File: src/rtl/tx_burst_gen_pkg.sv
// tx_burst_gen_pkg: probe modes, FSM encoding and drive polarity shared by the transmit and receive-switch stages.
package tx_burst_gen_pkg;
   localparam logic [7:0] MODE_TXRX  = 8'd1;
   localparam logic [7:0] MODE_TX    = 8'd2;
   localparam logic [7:0] MODE_RX    = 8'd3;
   localparam logic [7:0] MODE_CLOSE = 8'd4;
   localparam logic ON  = 1'b1;
   localparam logic OFF = 1'b0;
   typedef enum logic [1:0] {IDLE, SHOT, BURST, WAIT} state_t;
   function automatic logic mode_active(input logic [7:0] m);
      return m == MODE_TXRX || m == MODE_TX || m == MODE_RX;
   endfunction
endpackage

File: src/rtl/tx_carrier_gen.sv
// tx_carrier_gen: half-phase and carrier-cycle counters producing TX_P/TX_N for one burst.
// TX_DEADTIME_EN inserts one idle clock after every half-phase.
module tx_carrier_gen
   import tx_burst_gen_pkg::*;
#(
   parameter int HALF_CYC = 2
) (
   input  logic       CLOCK_10M,
   input  logic       RST_N,
   input  logic       start,
   input  logic       stop,
   input  logic [7:0] BURST_LEN,
   output logic       done,
   output logic       TX_P,
   output logic       TX_N
);
`ifdef TX_DEADTIME_EN
   localparam int DEAD = 1;
`else
   localparam int DEAD = 0;
`endif
   localparam logic [7:0] PH_MAX  = 8'(HALF_CYC - 1 + DEAD);
   localparam logic [7:0] PH_DEAD = 8'(HALF_CYC);
   logic       active, neg, ph_wrap, nx_active, nx_neg, nx_dead;
   logic [7:0] ph, cyc, len_l, nx_ph, nx_cyc;
   always_comb begin
      ph_wrap   = ph == PH_MAX;
      done      = active & neg & ph_wrap & (cyc == len_l - 8'd1);
      nx_active = ~stop & (start | (active & ~done));
      nx_ph     = (start | ph_wrap) ? 8'd0 : ph + 8'd1;
      nx_neg    = ~start & (neg ^ ph_wrap);
      nx_cyc    = start ? 8'd0 : cyc + {7'd0, ph_wrap & neg};
      nx_dead   = (DEAD != 0) && (nx_ph == PH_DEAD);
   end
   // Outputs are registered from the next-cycle counter values so they line up with MA.
   always_ff @(posedge CLOCK_10M or negedge RST_N) begin
      if (!RST_N) begin
         active <= 1'b0;
         neg    <= 1'b0;
         ph     <= '0;
         cyc    <= '0;
         len_l  <= '0;
         TX_P   <= OFF;
         TX_N   <= OFF;
      end else begin
         active <= nx_active;
         neg    <= nx_neg;
         ph     <= nx_ph;
         cyc    <= nx_cyc;
         if (start) len_l <= BURST_LEN;
         TX_P   <= (nx_active & ~nx_neg & ~nx_dead) ? ON : OFF;
         TX_N   <= (nx_active & nx_neg & ~nx_dead) ? ON : OFF;
      end
   end
endmodule

File: src/rtl/tx_burst_gen.sv
// tx_burst_gen: shot FSM and period counter generating GEN, MA and the bipolar carrier burst.
// Optional macro TX_DEADTIME_EN adds a dead clock after each carrier half-phase.
module tx_burst_gen
   import tx_burst_gen_pkg::*;
#(
   parameter int HALF_CYC = 2,
   parameter int PERIOD_W = 16
) (
   input  logic                CLOCK_10M,
   input  logic                RST_N,
   input  logic                SW_EN,
   input  logic [7:0]          PROBE_MODE,
   input  logic [PERIOD_W-1:0] PERIOD,
   input  logic [7:0]          BURST_LEN,
   output logic                GEN,
   output logic                MA,
   output logic                TX_P,
   output logic                TX_N
);
   state_t              state, nx, after;
   logic [PERIOD_W-1:0] cnt, per_l, per_e, per_m1;
   logic                sh, live_ok, burst_go, period_end, start, done;
   // In SHOT the shadow registers are being loaded, so decisions use the live inputs.
   always_comb begin
      sh         = state == SHOT;
      per_e      = sh ? PERIOD : per_l;
      per_m1     = (per_e == '0) ? '0 : per_e - PERIOD_W'(1);
      period_end = cnt >= per_m1;
      live_ok    = mode_active(PROBE_MODE);
      burst_go   = (PROBE_MODE == MODE_TXRX || PROBE_MODE == MODE_TX) && BURST_LEN != 8'd0;
      after      = period_end ? (live_ok ? SHOT : IDLE) : WAIT;
      nx         = IDLE;
      case (state)
         IDLE:  nx = live_ok ? SHOT : IDLE;
         SHOT:  nx = burst_go ? BURST : after;
         BURST: nx = done ? after : BURST;
         WAIT:  nx = after;
      endcase
      if (!SW_EN) nx = IDLE;
      start = sh && nx == BURST;
   end
   always_ff @(posedge CLOCK_10M or negedge RST_N) begin
      if (!RST_N) begin
         state <= IDLE;
         cnt   <= '0;
         per_l <= '0;
         GEN   <= OFF;
         MA    <= OFF;
      end else begin
         state <= nx;
         cnt   <= (nx == SHOT) ? '0 : (&cnt ? cnt : cnt + PERIOD_W'(1));
         if (sh) per_l <= PERIOD;
         GEN   <= (nx == SHOT) ? ON : OFF;
         MA    <= (nx == BURST) ? ON : OFF;
      end
   end
   tx_carrier_gen #(.HALF_CYC(HALF_CYC)) u_carrier (
      .CLOCK_10M(CLOCK_10M),
      .RST_N    (RST_N),
      .start    (start),
      .stop     (~SW_EN),
      .BURST_LEN(BURST_LEN),
      .done     (done),
      .TX_P     (TX_P),
      .TX_N     (TX_N)
   );
endmodule

File: config.mk
export PLATFORM = sky130hd
export DESIGN_NAME = tx_burst_gen
export DESIGN_NICKNAME = d
export VERILOG_FILES = /design/src/rtl/tx_burst_gen_pkg.sv /design/src/rtl/tx_carrier_gen.sv /design/src/rtl/tx_burst_gen.sv
export SDC_FILE = /design/constraint.sdc
export NUM_CORES = 1
export LEC_CHECK = 0
export CORE_MARGIN = 3
export CORE_UTILIZATION = 54
export CTS_CLUSTER_SIZE = 12
export DETAILED_ROUTE_END_ITERATION = 7
export HOLD_SLACK_MARGIN = 0.15
export PLACE_DENSITY = 0.82
export SYNTH_ARGS = -nofsm -noshare
export SYNTH_HDL_FRONTEND = slang
export SYNTH_SLANG_ARGS = --single-unit
export TNS_END_PERCENT = 100
File: constraint.sdc
create_clock -name CLOCK_10M -period 7.1 [get_ports CLOCK_10M]
set_clock_uncertainty 0.2 [all_clocks]
set_input_delay 1.065 -clock CLOCK_10M [delete_from_list [all_inputs] [get_ports CLOCK_10M]]
set_output_delay 1.065 -clock CLOCK_10M [all_outputs]
set_load 0.1 [all_outputs]
==> flow_summary.json, run 1 <==
{
  "min_to": "u_carrier.ph[0]",
  "cts_root_buf": "clkbuf_8",
  "netlist_instances": 402,
  "synthXorXnorAreaFrac_pct": 8.44,
  "r2r_slack_ns": 2.04,
  "fin_crit_sh_pct": 72.3,
  "cp_max_fo": 18,
  "syn_to_final_growth_pct": 15.8,
  "drt_iter0_markers": 239,
  "ys.flop_type": "dfrtp_1",
  "synth_cell_type_count": 57,
  "cts_tree": "done",
  "setup_violations": 0,
  "ctsHtreeMaxLevel": 3,
  "worst_slew_margin_rel_pct": 35.7,
  "die_area_um2": 8360,
  "crit_arrival_ns": 5.11,
  "layout-drive-gt1-share_pct": 10.9,
  "drv_slew": 0,
  "maxCapViolCount": 0,
  "multi_input_area_um2": 2200,
  "r2r_end": "cnt[14]",
  "ys_ff_latch": 64,
  "crit_required_ns": 7.08,
  "p_leak_nw": 2.00,
  "worstHoldStart": "u_carrier.ph[0]",
  "holdPathStages": 1,
  "synth_edf_count": 0,
  "fp.dieW_um": 91.4,
  "finalWeightedCongestion": 0.841,
  "power_density_nw_per_um2": 452,
  "synth_nets": 462,
  "viasPerCell": 5.73,
  "r2r-start": "state[0]",
  "dieHeight_um": 91.4,
  "tightest_slew_ns": 0.962,
  "p_comb_share_pct": 60.5,
  "seq_area_um2": 1600,
  "hp-class": "reg2reg",
  "wl_per_cell_um": 15.4,
  "io_buffers": 38,
  "clk_latency_ns": 0.35,
  "max_freq_mhz": 195,
  "cts_buffers": 9,
  "yosys.area_share.simple_pct": 20.3,
  "fin_crit_ns": 5.14,
  "final_common_cell": "dfrtp_1",
  "p_sw_mw": 0.943,
  "cts_setup_buffers": 0,
  "end_kind": "flip-flop",
  "rows": 30,
  "synthMuxAreaShare_pct": 6.79,
  "syn_avg_cell_area_um2": 9.80,
  "drc": 0,
  "rsz0062_at_grt": "no",
  "clock-sinks": 64,
  "initial_core_util_pct": 56.8,
  "async_flop_share_pct": 100,
  "io_pins": 39,
  "ant_nets": 0,
  "clkTransAtPathRegs_ns": 0.07,
  "core_area_um2": 6940,
  "vias": 3119,
  "grt_antenna_before_repair": 0,
  "final_cell_mix": "dfrtp_1 (64), clkdlybuf4s50_1 (37), nor2_1 (30)",
  "dp_hpwl_um": 6280,
  "ff2ff_path_depth": 14,
  "n_antenna_cell": 0,
  "hold_buffers": 0,
  "yosys_warnings": 0,
  "grt_util_all_layers_pct": 21.3,
  "hold_violations": 0,
  "finalNetCount": 503,
  "grt_pass1_vias": 3156,
  "tns_ns": 0,
  "routed_wl_um": 8400,
  "p_int_mw": 1.12,
  "ctsResizeCount": 0,
  "share_seq_of_total_power_pct": 26.0,
  "clock_path_buffers": 2,
  "cp-start-kind": "input port",
  "grt_max_degree": 65,
  "setup.worst_path.class": "in2reg",
  "pwr-share-clk_pct": 13.5,
  "grt_first_pass_wirelength_um": 14500,
  "synth-seq-area-share_pct": 40.6,
  "final_util_pct": 65.7,
  "power_mw": 2.06,
  "gr-total-overflow": 0,
  "synth_compound_area_share_pct": 12.3,
  "status": "completed",
  "synth_top_family_by_area": "simple AND/OR/NAND/NOR gates",
  "drt_pass1_iterations": 5,
  "nFillCells": 571,
  "synthesis.area_um2": 3940,
  "synth_adder_area_share_pct": 7.94,
  "ir_drop_mv": 0.270,
  "swShare_pct": 45.8
}
area by class of cell:
cell class | instances | share of cell area, %
clock inverter | 5 | 0.713
sequential | 64 | 35.1
inverter | 21 | 1.73
clock buffer | 11 | 3.10
timing repair buffer | 40 | 8.55
tap | 96 | 2.63
multi-input combinational | 307 | 48.2
worst max path at each step:
stage	slack (ns)	from	to
finish	1.96	PERIOD[7]	cnt[14]
global route	1.59	PERIOD[3]	cnt[14]
CTS	2.02	PERIOD[7]	cnt[14]
detailed placement	1.66	PERIOD[7]	cnt[14]
global placement	1.85	PERIOD[7]	cnt[14]
floorplan	2.93	PERIOD[7]	cnt[12]
kinds of logic after synthesis:
logic type,Yosys count
multiplexers,25
buffers and inverters,31
adder cells (fa/ha/maj),25
flip-flops,64
XOR/XNOR,38
AO/OA/AOI/OAI,72
AND/OR/NAND/NOR,147
power groups by stage:
stage          combinational, mW  sequential [mW]  clock (mW)
6_report                    1.25            0.536       0.279
5_1_grt                     1.43            0.548       0.305
4_1_cts                     1.24            0.534       0.286
3_5_place_dp                1.22            0.540           0
3_3_place_gp                1.15            0.537           0
2_1_floorplan              0.980            0.512           0
state kept, by name, indices dropped and copies added, names as in the netlist, named ones only:
register / flops
u_carrier.len_l: 8
u_carrier.active: 1
u_carrier.TX_N: 1
MA: 1
cnt: 16
per_l: 15
state: 2
u_carrier.cyc: 8
GEN: 1
u_carrier.neg: 1
u_carrier.TX_P: 1
u_carrier.ph: 8
worst max-delay path, cell delays in order:
cell and delay [ns]:
clkdlybuf4s50_1 0.39, mux2_2 0.31, nor4_4 0.42, and3_1 0.28, nand3_1 0.37, a31oi_1 0.31
ha_1 0.19, nand4_1 0.12, nor3_1 0.29, o2111ai_1 0.21, a31o_2 0.29, o221ai_2 0.66
a221oi_1 0.21
metrics by stage:
stage | hold slack (ns) | area [um^2] | setup slack [ns] | instances
2_1_floorplan | 0.272 | 3940 | 2.93 | 402
3_3_place_gp | 0.301 | 4390 | 1.85 | 528
3_5_place_dp | 0.314 | 4390 | 1.66 | 528
4_1_cts | 0.323 | 4560 | 2.02 | 544
5_1_grt | 0.358 | 4560 | 1.59 | 544
6_report | 0.312 | 4560 | 1.96 | 544
metal layers:
layer / GRT usage (%) / up-vias / routed length (um)
li1: - / 1524 / -
met2: 34.1 / 63 / 3940
met4: 8.04 / 0 / 168
met1: 28.8 / 1520 / 4030
met5: 0 / - / 0
met3: 3.65 / 12 / 265
synthesized netlist by cell type, types with 2 or more instances:
cell type	instances	area share, %
o21ai_0	15	1.9
mux2_2	14	4.0
buf_2	5	0.63
nand2_1	29	2.8
nor3_1	14	1.8
xnor2_1	25	5.6
nand3_1	21	2.7
and3_1	9	1.4
nand2b_1	4	0.63
o211ai_1	3	0.57
nor2b_1	6	0.95
or2_2	2	0.32
nor3_2	2	0.51
and4_1	2	0.44
nor2_1	30	2.9
o21a_1	2	0.38
xor2_1	13	2.9
buf_6	2	0.57
a21oi_1	25	3.2
dfrtp_1	64	41
inv_1	21	2.0
nand3b_1	4	0.76
a221oi_1	2	0.44
ha_1	25	7.9
nor4_1	4	0.63
a21boi_0	2	0.38
nor4_2	2	0.63
a31oi_1	6	0.95
mux2i_1	11	2.8
and2_1	5	0.79
nand4_1	5	0.79
clkbuf_1	2	0.19
a211oi_1	2	0.38
(Power assumes the default switching activity.)
==> inputs of run 2 (changes only) <==
- CORE_UTILIZATION: 54 -> 52
- PLACE_DENSITY: 0.82 -> 0.83
- clock period: 7.1 -> 4.6 ns (I/O delays scaled with it)
==> flow_summary.json, run 2 (synthesis gave the netlist of run 1 again) <==
{
  "status": "completed",
  "n_antenna_cell": 0,
  "drv_slew": 0,
  "initial_core_util_pct": 54.0,
  "cts_root_buf": "clkbuf_8",
  "gr-total-overflow": 0,
  "fin_crit_ns": 4.37,
  "dieHeight_um": 93.1,
  "layout-drive-gt1-share_pct": 15.7,
  "maxCapViolCount": 0,
  "cts_buffers": 9,
  "cp_max_fo": 18,
  "setup.worst_path.class": "reg2reg",
  "power_mw": 3.48,
  "rows": 31,
  "finalNetCount": 519,
  "grt_pass1_vias": 3313,
  "io_buffers": 38,
  "critPathCapture": "cnt[14]",
  "r2r-start": "state[0]",
  "hold_buffers": 0,
  "grt_util_all_layers_pct": 22.9,
  "vias": 3276,
  "crit_required_ns": 4.62,
  "cts_tree": "done",
  "holdWs_ns": 0.182,
  "drt_iter0_markers": 264,
  "largest_register_ff_count": 16,
  "viasPerCell": 5.82,
  "io_pins": 39,
  "end_kind": "flip-flop",
  "ff2ff_path_depth": 16,
  "cp-start-kind": "flip-flop",
  "die_area_um2": 8660,
  "clk_latency_ns": 0.36,
  "stdcell_area_um2": 4780,
  "clock_path_buffers": 2,
  "p_leak_nw": 2.11,
  "grt_antenna_before_repair": 0,
  "drt_pass1_iterations": 6,
  "r2r_slack_ns": 0.23,
  "rsz0062_at_grt": "no",
  "crit_top_cell": "buf_4",
  "fp.dieW_um": 93.1,
  "final_common_cell": "dfrtp_1",
  "drc": 0,
  "dp_hpwl_um": 6580,
  "ctsHtreeMaxLevel": 3,
  "post_dp_cell_area_um2": 4500,
  "crit_arrival_ns": 4.39,
  "hold_violations": 0,
  "largest-register": "cnt",
  "final_cell_mix": "dfrtp_1 (63), clkdlybuf4s50_1 (37), nor2_1 (30)",
  "worst_slew_margin_rel_pct": 29.4,
  "hp-class": "in2async",
  "setup_violations": 0,
  "max_freq_mhz": 229,
  "clock-sinks": 64,
  "startpoint": "state[0]",
  "core_area_um2": 7290,
  "syn_to_final_growth_pct": 21.2,
  "grt_max_degree": 35,
  "grt_first_pass_wirelength_um": 15600,
  "routed_wl_um": 9150,
  "tns_ns": 0,
  "cp_cell_sequence": "nor2b_4 > buf_4 > mux2_2 > nor4_4 > buf_4 > nand4_1 > o21a_1 > o21ai_0 > ha_1 > a21oi_1 > o21ai_0 > a21oi_1 > a31oi_2 > a311oi_4 > buf_4 > a221oi_1",
  "ant_nets": 0,
  "finalWeightedCongestion": 0.913,
  "final_util_pct": 65.5,
  "top_regs": "cnt x16, per_l x15",
  "wl_per_cell_um": 16.2,
  "fin_crit_sh_pct": 95.0,
  "r2r_end": "cnt[14]",
  "clkTransAtPathRegs_ns": 0.08,
  "tightest_slew_ns": 1.05,
  "nFillCells": 576,
  "ir_drop_mv": 0.598,
  "slowest_stage": "dfrtp_2",
  "power_density_nw_per_um2": 729,
  "cp_slowest_stage_delay_ns": 0.44
}
[run 2: cell count changes in the layout (fill, tap and decap cells not counted), moves of 2 or more]
| cell | change |
|---|---|
| buf_4 | +15 |
| mux2i_1 | -2 |
| mux2i_2 | +2 |
| nor3_1 | -2 |
| nor3_2 | +2 |
[run 2: where the power goes]
part / total [mW] / leakage (nW) / internal [mW] / switching, mW
Sequential: 0.833 / 0.811 / 0.688 / 0.144
Clock: 0.503 / 0.0989 / 0.266 / 0.237
Combinational: 2.15 / 1.20 / 0.927 / 1.22
[run 2: what timing repair did]
action | in CTS | in global routing
resized for setup | 1 | 10
endpoints found under the setup margin | 1 | 20
hold endpoints to repair | 0 | 0
buffers inserted | 0 | 2
[run 2: metal layers]
metal / wire length, um / GRT usage (%)
met2: 4700 / 38.9
met3: 513 / 6.76
met5: 0 / 0
met1: 3680 / 27.5
met4: 259 / 8.06
[run 2: how the worst min path moves through the flow]
stage / start / to
3_3_place_gp: u_carrier.ph[0] / u_carrier.ph[0]
3_5_place_dp: u_carrier.ph[0] / u_carrier.ph[0]
2_1_floorplan: RST_N / GEN
6_report: RST_N / u_carrier.len_l[6]
5_1_grt: RST_N / u_carrier.len_l[6]
4_1_cts: RST_N / u_carrier.len_l[6]
[run 2: per-stage QoR]
step | std cells | setup WS (ns)
final | 563 | 0.231
after global placement | 545 | 0.202
after global routing | 563 | 0.0555
after floorplan | 402 | 0.432
after detailed placement | 545 | -0.0240
after CTS | 561 | 0.0984
[run 2: cell type report]
type	count	area, um^2	area share (%)
inverters	21	78.8	1.65
well taps	99	124	2.59
flip-flops and latches	64	1600	33.6
clock inverters	6	67.6	1.41
multi-input cells	307	2250	47.1
clock buffers	10	138	2.88
repair buffers	56	514	10.8
[run 2: worst max-delay path, delay by kind of cell, from the launching register on]
kind                       cells  cell delay, ns
and+or+nand+nor                3            0.63
muxes                          1            0.39
DFF                            1            0.44
buffers and inverters          3            0.63
adders and majority gates      1            0.31
AOI/OAI and AO/OA              8            1.63
==> inputs of run 3 (changes only) <==
- CORE_MARGIN: 3 -> not set
==> flow_summary.json, run 3 (synthesis gave the netlist of run 1 again) <==
{
  "status": "completed",
  "hold_buffers": 0,
  "ctsHtreeMaxLevel": 3,
  "r2r_slack_ns": 0.22,
  "crit_required_ns": 4.61,
  "drc": 0,
  "gr-total-overflow": 0,
  "post_dp_cell_area_um2": 4480,
  "r2r_end": "cnt[14]",
  "cts_tree": "done",
  "setup.worst_path.class": "reg2reg",
  "ant_nets": 0,
  "largest-register": "cnt",
  "clock_path_buffers": 2,
  "final_cell_mix": "dfrtp_1 (64), clkdlybuf4s50_1 (37), nor2_1 (30)",
  "vias": 3186,
  "maxCapViolCount": 0,
  "p_sw_mw": 1.53,
  "share_seq_of_total_power_pct": 23.6,
  "fin_crit_sh_pct": 95.3,
  "end_kind": "flip-flop",
  "place_inst": 543,
  "startpoint": "state[0]",
  "power_density_nw_per_um2": 737,
  "io_buffers": 38,
  "power_mw": 3.50,
  "swShare_pct": 43.8,
  "clock-sinks": 64,
  "finalWeightedCongestion": 0.864,
  "stdcell_area_um2": 4750,
  "max_freq_mhz": 228,
  "core_area_um2": 7290,
  "drt_iter0_markers": 141,
  "pwr-share-clk_pct": 16.4,
  "grt_first_pass_wirelength_um": 14300,
  "clkTransAtPathRegs_ns": 0.07,
  "holdWs_ns": 0.306,
  "final_common_cell": "dfrtp_1",
  "fp.dieW_um": 89.1,
  "grt_antenna_before_repair": 0,
  "seq_area_um2": 1600,
  "initial_core_util_pct": 54.0,
  "tightest_slew_ns": 0.993,
  "setup_violations": 0,
  "largest_register_ff_count": 16,
  "nFillCells": 599,
  "hold_violations": 0,
  "dp_hpwl_um": 6400,
  "p_comb_share_pct": 60.0,
  "worst_slew_margin_rel_pct": 33.6,
  "rows": 31,
  "routed_wl_um": 8730,
  "fin_crit_ns": 4.38,
  "layout-drive-gt1-share_pct": 14.6,
  "finalNetCount": 515,
  "io_pins": 39,
  "grt_max_degree": 65,
  "viasPerCell": 5.71,
  "cp-start-kind": "flip-flop",
  "cts_root_buf": "clkbuf_8",
  "cp_max_fo": 18,
  "r2r-start": "state[0]",
  "hp-class": "in2async",
  "p_leak_nw": 2.10,
  "grt_pass1_vias": 3131,
  "ir_drop_mv": 0.537,
  "wl_per_cell_um": 15.6,
  "crit_arrival_ns": 4.40,
  "syn_to_final_growth_pct": 20.5,
  "die_area_um2": 7930,
  "multi_input_area_um2": 2220,
  "drv_slew": 0,
  "ff2ff_path_depth": 15,
  "grt_util_all_layers_pct": 23.9,
  "clk_latency_ns": 0.35,
  "drt_pass1_iterations": 4,
  "cts_buffers": 9,
  "top_regs": "cnt x16, per_l x15",
  "dieHeight_um": 89.1,
  "n_antenna_cell": 0,
  "p_int_mw": 1.97,
  "stdcell_count": 558
}
[run 3: worst max-delay path: stages (launching register included)]
cell	delay [ns]
dfrtp_1	0.45
nor2b_2	0.27
buf_4	0.28
mux2_2	0.42
nor4_2	0.39
buf_4	0.20
and2_1	0.12
a31oi_1	0.09
ha_1	0.33
nand4_1	0.16
nor3_2	0.28
o2111ai_1	0.22
a31o_2	0.31
o221ai_2	0.15
buf_4	0.25
a221oi_1	0.11
[run 3: cell type report]
cell class	count	area share (%)
multi-input cells	307	46.9
flip-flops and latches	64	33.7
repair buffers	52	10.1
clock buffers	13	3.77
well taps	99	2.61
inverters	21	1.66
clock inverters	2	1.26
[run 3: power groups by stage]
stage / sequential [mW] / clock [mW] / combinational (mW)
after global placement: 0.826 / 0 / 1.85
after detailed placement: 0.831 / 0 / 2.00
after global routing: 0.840 / 0.609 / 2.38
after floorplan: 0.791 / 0 / 1.51
after CTS: 0.821 / 0.588 / 2.03
final: 0.826 / 0.575 / 2.10
[run 3: per-stage QoR]
step / utilization (%) / TNS (ns) / setup WS, ns
finish: 65.1 / 0 / 0.215
global route: 65.1 / -0.430 / -0.0503
CTS: 64.8 / 0 / 0.0837
detailed placement: 61.5 / -0.0517 / -0.0517
global placement: 61.5 / 0 / 0.196
floorplan: - / 0 / 0.432
[run 3: worst max-delay path by stage]
stage	slack, ns	to	cells past startpoint
4_1_cts	0.08	cnt[14]	15
2_1_floorplan	0.43	cnt[12]	18
3_3_place_gp	0.20	cnt[14]	15
3_5_place_dp	-0.05	cnt[14]	15
6_report	0.22	cnt[14]	15
5_1_grt	-0.05	cnt[14]	15
[run 3: layer usage]
layer  routed length (um)  share of wire [%]  track usage, %
met5                    0                  0               0
met4                  162                1.9            9.96
met3                  315                3.6            5.82
met2                 4620                 53            42.3
met1                 3640                 42            27.8
[run 3: repair_timing]
| action | CTS | global route |
|---|---|---|
| setup endpoints to repair | 0 | 20 |
| setup buffers | 0 | 0 |
| gates resized for setup | 0 | 6 |
| hold endpoints to repair | 0 | 0 |
